### src/rtl/key_debounce_pkg.sv
// Shared types and default timing constants for the key debounce block.
package key_debounce_pkg;

  typedef enum logic [1:0] {
    RELEASED       = 2'd0,
    SETTLE_PRESS   = 2'd1,
    PRESSED        = 2'd2,
    SETTLE_RELEASE = 2'd3
  } key_fsm_t;

  // 10 ms and 1 s at the 50 MHz board clock
  localparam int DEBOUNCE_CYCLES_50MHZ_10MS = 500000;
  localparam int LONG_PRESS_CYCLES_50MHZ_1S = 50000000;

endpackage

### src/rtl/key_debounce_ch.sv
// One key channel: 2-flop synchroniser, debounce FSM, qualification and hold counters.
module key_debounce_ch
  import key_debounce_pkg::*;
#(
  parameter int DEBOUNCE_CYCLES   = DEBOUNCE_CYCLES_50MHZ_10MS,
  parameter int LONG_PRESS_CYCLES = LONG_PRESS_CYCLES_50MHZ_1S
) (
  input  logic     i_clk,
  input  logic     i_rst_n,
  input  logic     i_key_n,
  output logic     o_state,
  output logic     o_press,
  output logic     o_release,
  output logic     o_long,
  output key_fsm_t o_fsm
);

  localparam int CW = $clog2(DEBOUNCE_CYCLES + 1);
  localparam int HW = $clog2(LONG_PRESS_CYCLES + 1);
  localparam logic [CW-1:0] CNT_LAST  = CW'(DEBOUNCE_CYCLES - 1);
  localparam logic [HW-1:0] HOLD_LONG = HW'(LONG_PRESS_CYCLES - 1);
  localparam logic [HW-1:0] HOLD_MAX  = HW'(LONG_PRESS_CYCLES);

  logic          r_sync1, r_sync2;
  logic          w_sync;
  key_fsm_t      r_fsm;
  logic [CW-1:0] r_cnt;
  logic [HW-1:0] r_hold;
  logic          r_state, r_press, r_release, r_long;

  assign w_sync = ~r_sync2;

  always_ff @(posedge i_clk or negedge i_rst_n) begin
    if (!i_rst_n) begin
      r_sync1   <= 1'b1;
      r_sync2   <= 1'b1;
      r_fsm     <= RELEASED;
      r_cnt     <= '0;
      r_hold    <= '0;
      r_state   <= 1'b0;
      r_press   <= 1'b0;
      r_release <= 1'b0;
      r_long    <= 1'b0;
    end else begin
      r_sync1   <= i_key_n;
      r_sync2   <= r_sync1;
      r_press   <= 1'b0;
      r_release <= 1'b0;
      r_long    <= 1'b0;
      case (r_fsm)
        RELEASED: begin
          if (w_sync) begin
            if (DEBOUNCE_CYCLES == 1) begin
              r_fsm   <= PRESSED;
              r_press <= 1'b1;
              r_state <= 1'b1;
              r_cnt   <= '0;
            end else begin
              r_fsm <= SETTLE_PRESS;
              r_cnt <= CW'(1);
            end
          end
        end
        SETTLE_PRESS: begin
          if (!w_sync) begin
            r_fsm <= RELEASED;
            r_cnt <= '0;
          end else if (r_cnt == CNT_LAST) begin
            r_fsm   <= PRESSED;
            r_press <= 1'b1;
            r_state <= 1'b1;
            r_cnt   <= '0;
          end else begin
            r_cnt <= r_cnt + CW'(1);
          end
        end
        PRESSED: begin
          // Saturating at LONG_PRESS_CYCLES means HOLD_LONG is only ever seen once per press
          if (r_hold != HOLD_MAX) r_hold <= r_hold + HW'(1);
          if (r_hold == HOLD_LONG) r_long <= 1'b1;
          if (!w_sync) begin
            if (DEBOUNCE_CYCLES == 1) begin
              r_fsm     <= RELEASED;
              r_release <= 1'b1;
              r_state   <= 1'b0;
              r_hold    <= '0;
              r_cnt     <= '0;
            end else begin
              r_fsm <= SETTLE_RELEASE;
              r_cnt <= CW'(1);
            end
          end
        end
        SETTLE_RELEASE: begin
          if (w_sync) begin
            r_fsm <= PRESSED;
            r_cnt <= '0;
          end else if (r_cnt == CNT_LAST) begin
            r_fsm     <= RELEASED;
            r_release <= 1'b1;
            r_state   <= 1'b0;
            r_hold    <= '0;
            r_cnt     <= '0;
          end else begin
            r_cnt <= r_cnt + CW'(1);
          end
        end
        default: begin
          r_fsm <= RELEASED;
          r_cnt <= '0;
        end
      endcase
    end
  end

  assign o_state   = r_state;
  assign o_press   = r_press;
  assign o_release = r_release;
  assign o_long    = r_long;
  assign o_fsm     = r_fsm;

endmodule

### src/rtl/key_debounce.sv
// DE0-Nano KEY conditioning: one independent debounce channel per button.
module key_debounce
  import key_debounce_pkg::*;
#(
  parameter int NUM_KEYS          = 2,
  parameter int DEBOUNCE_CYCLES   = DEBOUNCE_CYCLES_50MHZ_10MS,
  parameter int LONG_PRESS_CYCLES = LONG_PRESS_CYCLES_50MHZ_1S
) (
  input  logic                  EXTCLK,
  input  logic                  RST_N,
  input  logic [NUM_KEYS-1:0]   KEY_N,
  output logic [NUM_KEYS-1:0]   key_state,
  output logic [NUM_KEYS-1:0]   key_press,
  output logic [NUM_KEYS-1:0]   key_release,
  output logic [NUM_KEYS-1:0]   key_long,
  output logic [2*NUM_KEYS-1:0] key_fsm_dbg
);

  key_fsm_t w_fsm [NUM_KEYS];

  for (genvar g = 0; g < NUM_KEYS; g++) begin : g_ch
    key_debounce_ch #(
      .DEBOUNCE_CYCLES  (DEBOUNCE_CYCLES),
      .LONG_PRESS_CYCLES(LONG_PRESS_CYCLES)
    ) u_ch (
      .i_clk    (EXTCLK),
      .i_rst_n  (RST_N),
      .i_key_n  (KEY_N[g]),
      .o_state  (key_state[g]),
      .o_press  (key_press[g]),
      .o_release(key_release[g]),
      .o_long   (key_long[g]),
      .o_fsm    (w_fsm[g])
    );
    assign key_fsm_dbg[2*g +: 2] = w_fsm[g];
  end

endmodule

### config.mk
export PLATFORM = sky130hd
export DESIGN_NAME = key_debounce
export DESIGN_NICKNAME = d
export VERILOG_FILES = /design/src/rtl/key_debounce_pkg.sv /design/src/rtl/key_debounce_ch.sv /design/src/rtl/key_debounce.sv
export SDC_FILE = /design/constraint.sdc
export NUM_CORES = 1
export LEC_CHECK = 0
export BUFFER_PORTS_ARGS = -buffer_cell sky130_fd_sc_hd__clkbuf_2
export CAP_MARGIN = 0
export CORE_MARGIN = 1
export CORE_UTILIZATION = 31
export DETAILED_ROUTE_END_ITERATION = 8
export GPL_ROUTABILITY_DRIVEN = 0
export MAX_ROUTING_LAYER = met4
export PLACE_DENSITY = 0.49
export SKIP_LAST_GASP = 1
export SLEW_MARGIN = 0
export SYNTH_ARGS = -nofsm -noshare
export SYNTH_HDL_FRONTEND = slang
export SYNTH_SLANG_ARGS = --single-unit
### constraint.sdc
create_clock -name EXTCLK -period 2.2 [get_ports EXTCLK]
set_input_delay 0.22 -clock EXTCLK [delete_from_list [all_inputs] [get_ports EXTCLK]]
set_output_delay 0.22 -clock EXTCLK [all_outputs]
set_load 0.01 [all_outputs]
After elaboration in Yosys (flattened, before gate mapping)
Cells that the tools add are included.
Word-level totals
  register bits after elaboration: 106
  output and inout bits: 12
  bits in latches: 0
  input port bits: 4
  ROM bits: 0
  memories kept: 0
  memory bits (writable): 0
Operators by class
  eq/ne operators: 30
  magnitude comparators: 0
  shift-type cells: 0
  bitwise logic cells: 0
  reductions and logical operators: 14
  multipliers: 0
  divide/modulo/power cells: 0
  $add $sub $neg: 4
  multiplexer cells: 58
Operators with widths (number)
  19-bit two-way mux: 10
  26-bit two-way mux: 6
  19-bit case mux with 4 select lines: 2
  26-bit case mux with 2 select lines: 2
  26-bit by 1-bit adder with 26-bit output, second input constant: 2
  26-bit equality test, second input constant: 2
  26-bit != test, second input constant: 2
  19-bit by 1-bit adder with 19-bit output, second input constant: 2
  19-bit equality test, second input constant: 2
  2-bit two-way mux: 12
  1-bit two-way mux: 22
  2-bit by 1-bit != test with 1-bit output, second input constant: 10
  2-bit case mux with 4 select lines: 2
  4-bit AND reduction: 4
  5-bit AND reduction: 2
  2-bit equality test, second input constant: 4
  2-bit != test, second input constant: 4
  2-bit nonzero test: 4
  3-bit by 1-bit != test with 1-bit output, second input constant: 2
  3-bit != test, second input constant: 2
  2-bit by 1-bit equality test with 1-bit output, second input constant: 2
  2-bit zero test: 2
  1-bit case mux with 2 select lines: 2
  2-bit AND reduction: 2

Depth between registers and ports, before layout
  depth after elaboration: 4
  gate-level depth with buffers: 7
  depth with buffers taken out: 7

Modules after synthesis
A second synthesis with hierarchy kept.
Second synthesis, totals
  cells, all modules: 660
  area total of the unflattened synthesis: 5955.7 um2
By module, submodules not included
  key_debounce_ch (g_ch[0].u_ch): times used 1, area an instance 2977.9 um2, cells each 333, seq. area each 1328.8 um2
  key_debounce_ch (g_ch[1].u_ch): times used 1, area an instance 2977.9 um2, cells each 327, seq. area each 1328.8 um2

Worst setup path after synthesis
Ideal clock, no wire load.
  path kind: register to register
  start point: reg g_ch[0].u_ch.r_cnt[5]
  end point: reg g_ch[0].u_ch.r_cnt[11]
  stages on the path, launching flop included: 8
  data arrival time: 1925 ps
  data required time: 2068 ps
  path slack: 143 ps
  library setup time: 132 ps
  cell sequence: dfrtp_1 -> buf_2 -> or4b_4 -> nor4b_4 -> a21oi_2 -> buf_4 -> a41oi_1 -> a31oi_1
Between the ends
  cells in the longest elaborated chain, start to end: 4
  elaborated cells between the ends (all ways): 6
RTL lines
  start: declaration: RTL line key_debounce_ch.sv:27  | logic [CW-1:0] r_cnt;
  start signal: assignment: RTL line key_debounce_ch.sv:74  | r_cnt <= r_cnt + CW'(1);
  start signal: assignment: RTL line key_debounce_ch.sv:105  | r_cnt <= r_cnt + CW'(1);
  19-bit by 1-bit adder with 19-bit output or 19-bit equality test (tied branches)
  19-bit two-way mux (*): RTL line key_debounce_ch.sv:68, key_debounce_ch.sv:98
  19-bit two-way mux, on equally long branches: RTL line key_debounce_ch.sv:95, key_debounce_ch.sv:65
  19-bit case mux with 4 select lines (*): RTL line key_debounce_ch.sv:50  | case (r_fsm)
Every way passes the cells marked *; elsewhere a longest branch is shown, timed or not.
A chain may end at the register's enable or synchronous reset.

Worst setup path after layout
  start point: reg g_ch[0].u_ch.r_cnt[11]
  end point: reg g_ch[0].u_ch.r_cnt[7]
Between the ends
  cells in the longest elaborated chain, start to end: 4
  elaborated cells between the ends (all ways): 5
RTL lines (RTL line)
  19-bit equality test (*): key_debounce_ch.sv:68, key_debounce_ch.sv:98
  19-bit two-way mux (*): key_debounce_ch.sv:68, key_debounce_ch.sv:98
  19-bit two-way mux, on equally long branches: key_debounce_ch.sv:95, key_debounce_ch.sv:65
  19-bit case mux with 4 select lines (*): key_debounce_ch.sv:50
Marks and branches as above.

==> impl_results.md <==
* Mean post-synth cell area at 9.324 µm²
* Power Density at 602.2 nW/µm²
* Number of synthesized flops with an enable pin at 0
* Largest net degree at the start of global routing at 48
* Cells after Synth at 608
* CP Capture Point: g_ch[0].u_ch.r_cnt[7]$_DFFE_PN0P_
* R2R Path Start: g_ch[0].u_ch.r_cnt[11]$_DFFE_PN0P_
* Via Count at 4508
* Vias in the first global route at 4329
* Levels on crit path at 6
* Initial core utilization at 31.56%
* Synth Net Count at 618
* Layout Area Growth over Synthesis at 15.56%
* Max_cap viols at 0
* CTS tree: yes
* Antenna-violating nets left at 0
* First-pass detailed-route iteration total at 4
* CP Launch Type: flop
* Final Max Slew Viols at 0
* Hold Path Class: flop to flop
* CP Capture Type: flop
* Clk_lat worst skew at 350 ps
* Cell Area, Synth at 5669 µm²
* CTS root buf: clkbuf_16
* Cell count of the worst reg-to-reg path at 6
* Post-CTS setup buffer count at 0
* Final Setup Violations at 0
* Buf/Inv on CP at 1
* Worst Path Arrival at 2270 ps
* Nets@finish at 650
* FILL cells at 1792
* Area of the multi-input gates at 2784 µm²
* Final Hold Vio Count at 0
* Largest stage delay on the critical path at 550 ps
* Hpwl dp at 8.885 mm
* DR vias/cell at 5.158
* First-pass GRT wire length at 21.67 mm
* Worst Tran Pin Value at 672.1 ps
* Chip width at 137.2 µm
* Worst r2r dst: g_ch[0].u_ch.r_cnt[7]$_DFFE_PN0P_
* Layout cell share with drive strength beyond 1 at 13.33%
* Synth cell types at 59
* Critical path, cell by cell: or4b_4 -> nor4b_4 -> a21oi_2 -> buf_4 -> a21oi_1 -> mux2i_1
* Crit-path leading delay family: simple AND/OR/NAND/NOR gates
* Clock buffer depth at 2
* Site row count at 49
* Critical Path Fanout Max at 10
* Final instance area at 6551 µm²
* Critical path origin: g_ch[0].u_ch.r_cnt[11]$_DFFE_PN0P_
* Post-DP Area at 6173 µm²
* Final Cycle Share at 92.29%
* Critical path's slowest cell: or4b_4
* Setup CP Type: flop to flop
* First DRT Iteration DRCs at 239
* WP data required at 2440 ps
* Post-Place Cells at 855
* H-tree depth at 3
* Final routed DRC violation total at 0
* Fmax at 0.4925 GHz
* Register area share after synthesis at 46.88%
* Buffers on Ports at 15
* Clk sinks at 106
* P_leak at 2.755 nW
* Ports at 16
* Register Area at 2658 µm²
* Clk slew on worst S/H paths at 80 ps
* Total wire length at 12.79 mm
* Die area at 18830 µm²
* ANT cells at 0
* RSZ-0062 raised after global routing: yes
* Initial antenna violation count at 0
* Worst slew margin at 55.03%
* Final Critical Period at 2030 ps
* Core Region at 17960 µm²
* Die height at 137.2 µm
* Utilization after layout at 36.47%
* Flops & latches, synth at 106
* Grt ovf at 0
* Final Skew at 9.949 ps
* Outcome: complete, no violations
* Global Route Usage Sum at 15.16%
* CTS Buf Count at 9
* Ys flop type: dfrtp_1
* Synth warn at 0
* Reg2reg setup slack at 170 ps
* Fin cells at 874
* WL per Instance at 14.63 µm
* Asr flop ratio synth at 100.0%
* Max IR drop VDD at 0.4383 mV
cells by family after synthesis:
group / after synthesis / synth area share [%]
compound gates: 102 / 11.39
buf+inv: 48 / 4.237
fa+ha+maj: 6 / 1.324
simple gates: 291 / 27.59
flops: 106 / 46.88
mux: 4 / 0.7063
xor+xnor: 51 / 7.879
synthesized netlist by cell type, types with 7 or more instances:
library cell  count  area (µm²)
dfrtp_1         102        2552
nor2_1           62       232.7
nand2_1          53       198.9
nand3_1          48       240.2
xor2_1           36       315.3
nand4_1          30       187.7
a21oi_1          25       125.1
o21ai_0          23       115.1
nor3_1           19       95.09
and3_1           15       93.84
clkbuf_1         15       56.30
xnor2_1          15       131.4
inv_1            14       52.55
a31oi_1          13       81.33
buf_4            10       75.07
a22o_1            8       70.07
and4_1            7       61.31
nor4_1            7       43.79
or3_1             7       43.79
worst reg2reg max path: stages, from the launching register on:
cell	delay, ps
dfrtp_1	400
or4b_4	550
nor4b_4	330
a21oi_2	200
buf_4	220
a21oi_1	130
mux2i_1	80
how the worst min path moves through the flow:
stage                     slack [ps]  cells past startpoint                                to                            from
final                            360                      0    g_ch[0].u_ch.r_sync2$_DFF_PN1_  g_ch[0].u_ch.r_sync1$_DFF_PN1_
after global routing             360                      0    g_ch[0].u_ch.r_sync2$_DFF_PN1_  g_ch[0].u_ch.r_sync1$_DFF_PN1_
after CTS                        350                      0    g_ch[1].u_ch.r_sync2$_DFF_PN1_  g_ch[1].u_ch.r_sync1$_DFF_PN1_
after floorplan                  -80                      0        asynchronous set/reset pin                           RST_N
after detailed placement         310                      1  g_ch[0].u_ch.o_release$_DFF_PN0_                           RST_N
after global placement           310                      1  g_ch[0].u_ch.o_release$_DFF_PN0_                           RST_N
flip-flops by register name, summed over array words and instances (netlist names), named ones only:
signal and count:
g_ch.u_ch.o_fsm 2, g_ch.u_ch.o_long 2, g_ch.u_ch.o_press 2, g_ch.u_ch.o_release 2, g_ch.u_ch.o_state 2, g_ch.u_ch.r_cnt 38, g_ch.u_ch.r_hold 52, g_ch.u_ch.r_sync1 2
g_ch.u_ch.r_sync2 2
what timing repair did:
item / in CTS / in global routing
endpoints found under the setup margin: 0 / 10
gates resized for setup: 0 / 3
hold endpoints to repair: 45 / 0
hold buffers: 3 / 0
metrics by stage:
| stage | setup WS, ps | hold slack [ps] | total power [mW] | setup TNS, ps |
|---|---|---|---|---|
| 2_1_floorplan | 142.9 | -75.59 | 2.100 | 0 |
| 4_1_cts | 79.20 | 355.0 | 4.010 | 0 |
| 5_1_grt | -41.90 | 361.0 | 4.114 | -69.78 |
| 6_report | 169.6 | 357.9 | 3.945 | 0 |
| 3_3_place_gp | 111.0 | 306.2 | 2.187 | 0 |
| 3_5_place_dp | 93.03 | 308.8 | 2.189 | 0 |
placed cells by master (no fill, tap or decap), types with 3 or more instances in the layout:
| cell | netlist | routed |
|---|---|---|
| a21o_1 | 3 | 3 |
| a21oi_1 | 25 | 25 |
| a22o_1 | 8 | 8 |
| a31oi_1 | 13 | 13 |
| a41oi_1 | 5 | 5 |
| and2_1 | 4 | 4 |
| and3_1 | 15 | 15 |
| and4_1 | 7 | 7 |
| buf_12 | 0 | 4 |
| buf_4 | 10 | 33 |
| clkbuf_16 | 0 | 9 |
| clkbuf_2 | 0 | 14 |
| dfrtp_1 | 102 | 102 |
| dfstp_2 | 4 | 4 |
| dlygate4sd3_1 | 0 | 3 |
| ha_1 | 6 | 6 |
| inv_1 | 14 | 14 |
| mux2i_1 | 4 | 4 |
| nand2_1 | 53 | 53 |
| nand2b_1 | 6 | 6 |
| nand3_1 | 48 | 48 |
| nand3b_1 | 3 | 3 |
| nand4_1 | 30 | 30 |
| nor2_1 | 62 | 62 |
| nor3_1 | 19 | 19 |
| nor4_1 | 7 | 7 |
| nor4b_1 | 4 | 3 |
| nor4bb_1 | 3 | 3 |
| o21ai_0 | 23 | 23 |
| o22ai_1 | 6 | 6 |
| o31ai_1 | 5 | 5 |
| or2_2 | 4 | 4 |
| or3_1 | 7 | 7 |
| or4_1 | 3 | 3 |
| xnor2_1 | 15 | 15 |
| xor2_1 | 36 | 36 |
metal layers:
layer,part of all wire (%),vias up,track usage [%]
met5,0,-,-
met4,1.8,0,6.105
met3,2.5,12,2.024
met2,43,64,21.86
met1,52,2181,21.36
li1,-,2251,-
area by class of cell:
type	count	area share (%)
multi-input combinational	454	42.49
sequential	106	40.57
timing repair buffer	55	6.704
tap	229	4.374
clock buffer	12	3.915
clock inverter	4	1.146
inverter	14	0.8021
power breakdown:
group | switching, mW | internal (mW)
Clock | 0.732 | 1.06
Combinational | 0.106 | 0.0567
Sequential | 0.0212 | 1.97
Total | 0.859 | 3.09
No activity file was read; power rests on OpenSTA's default activity.
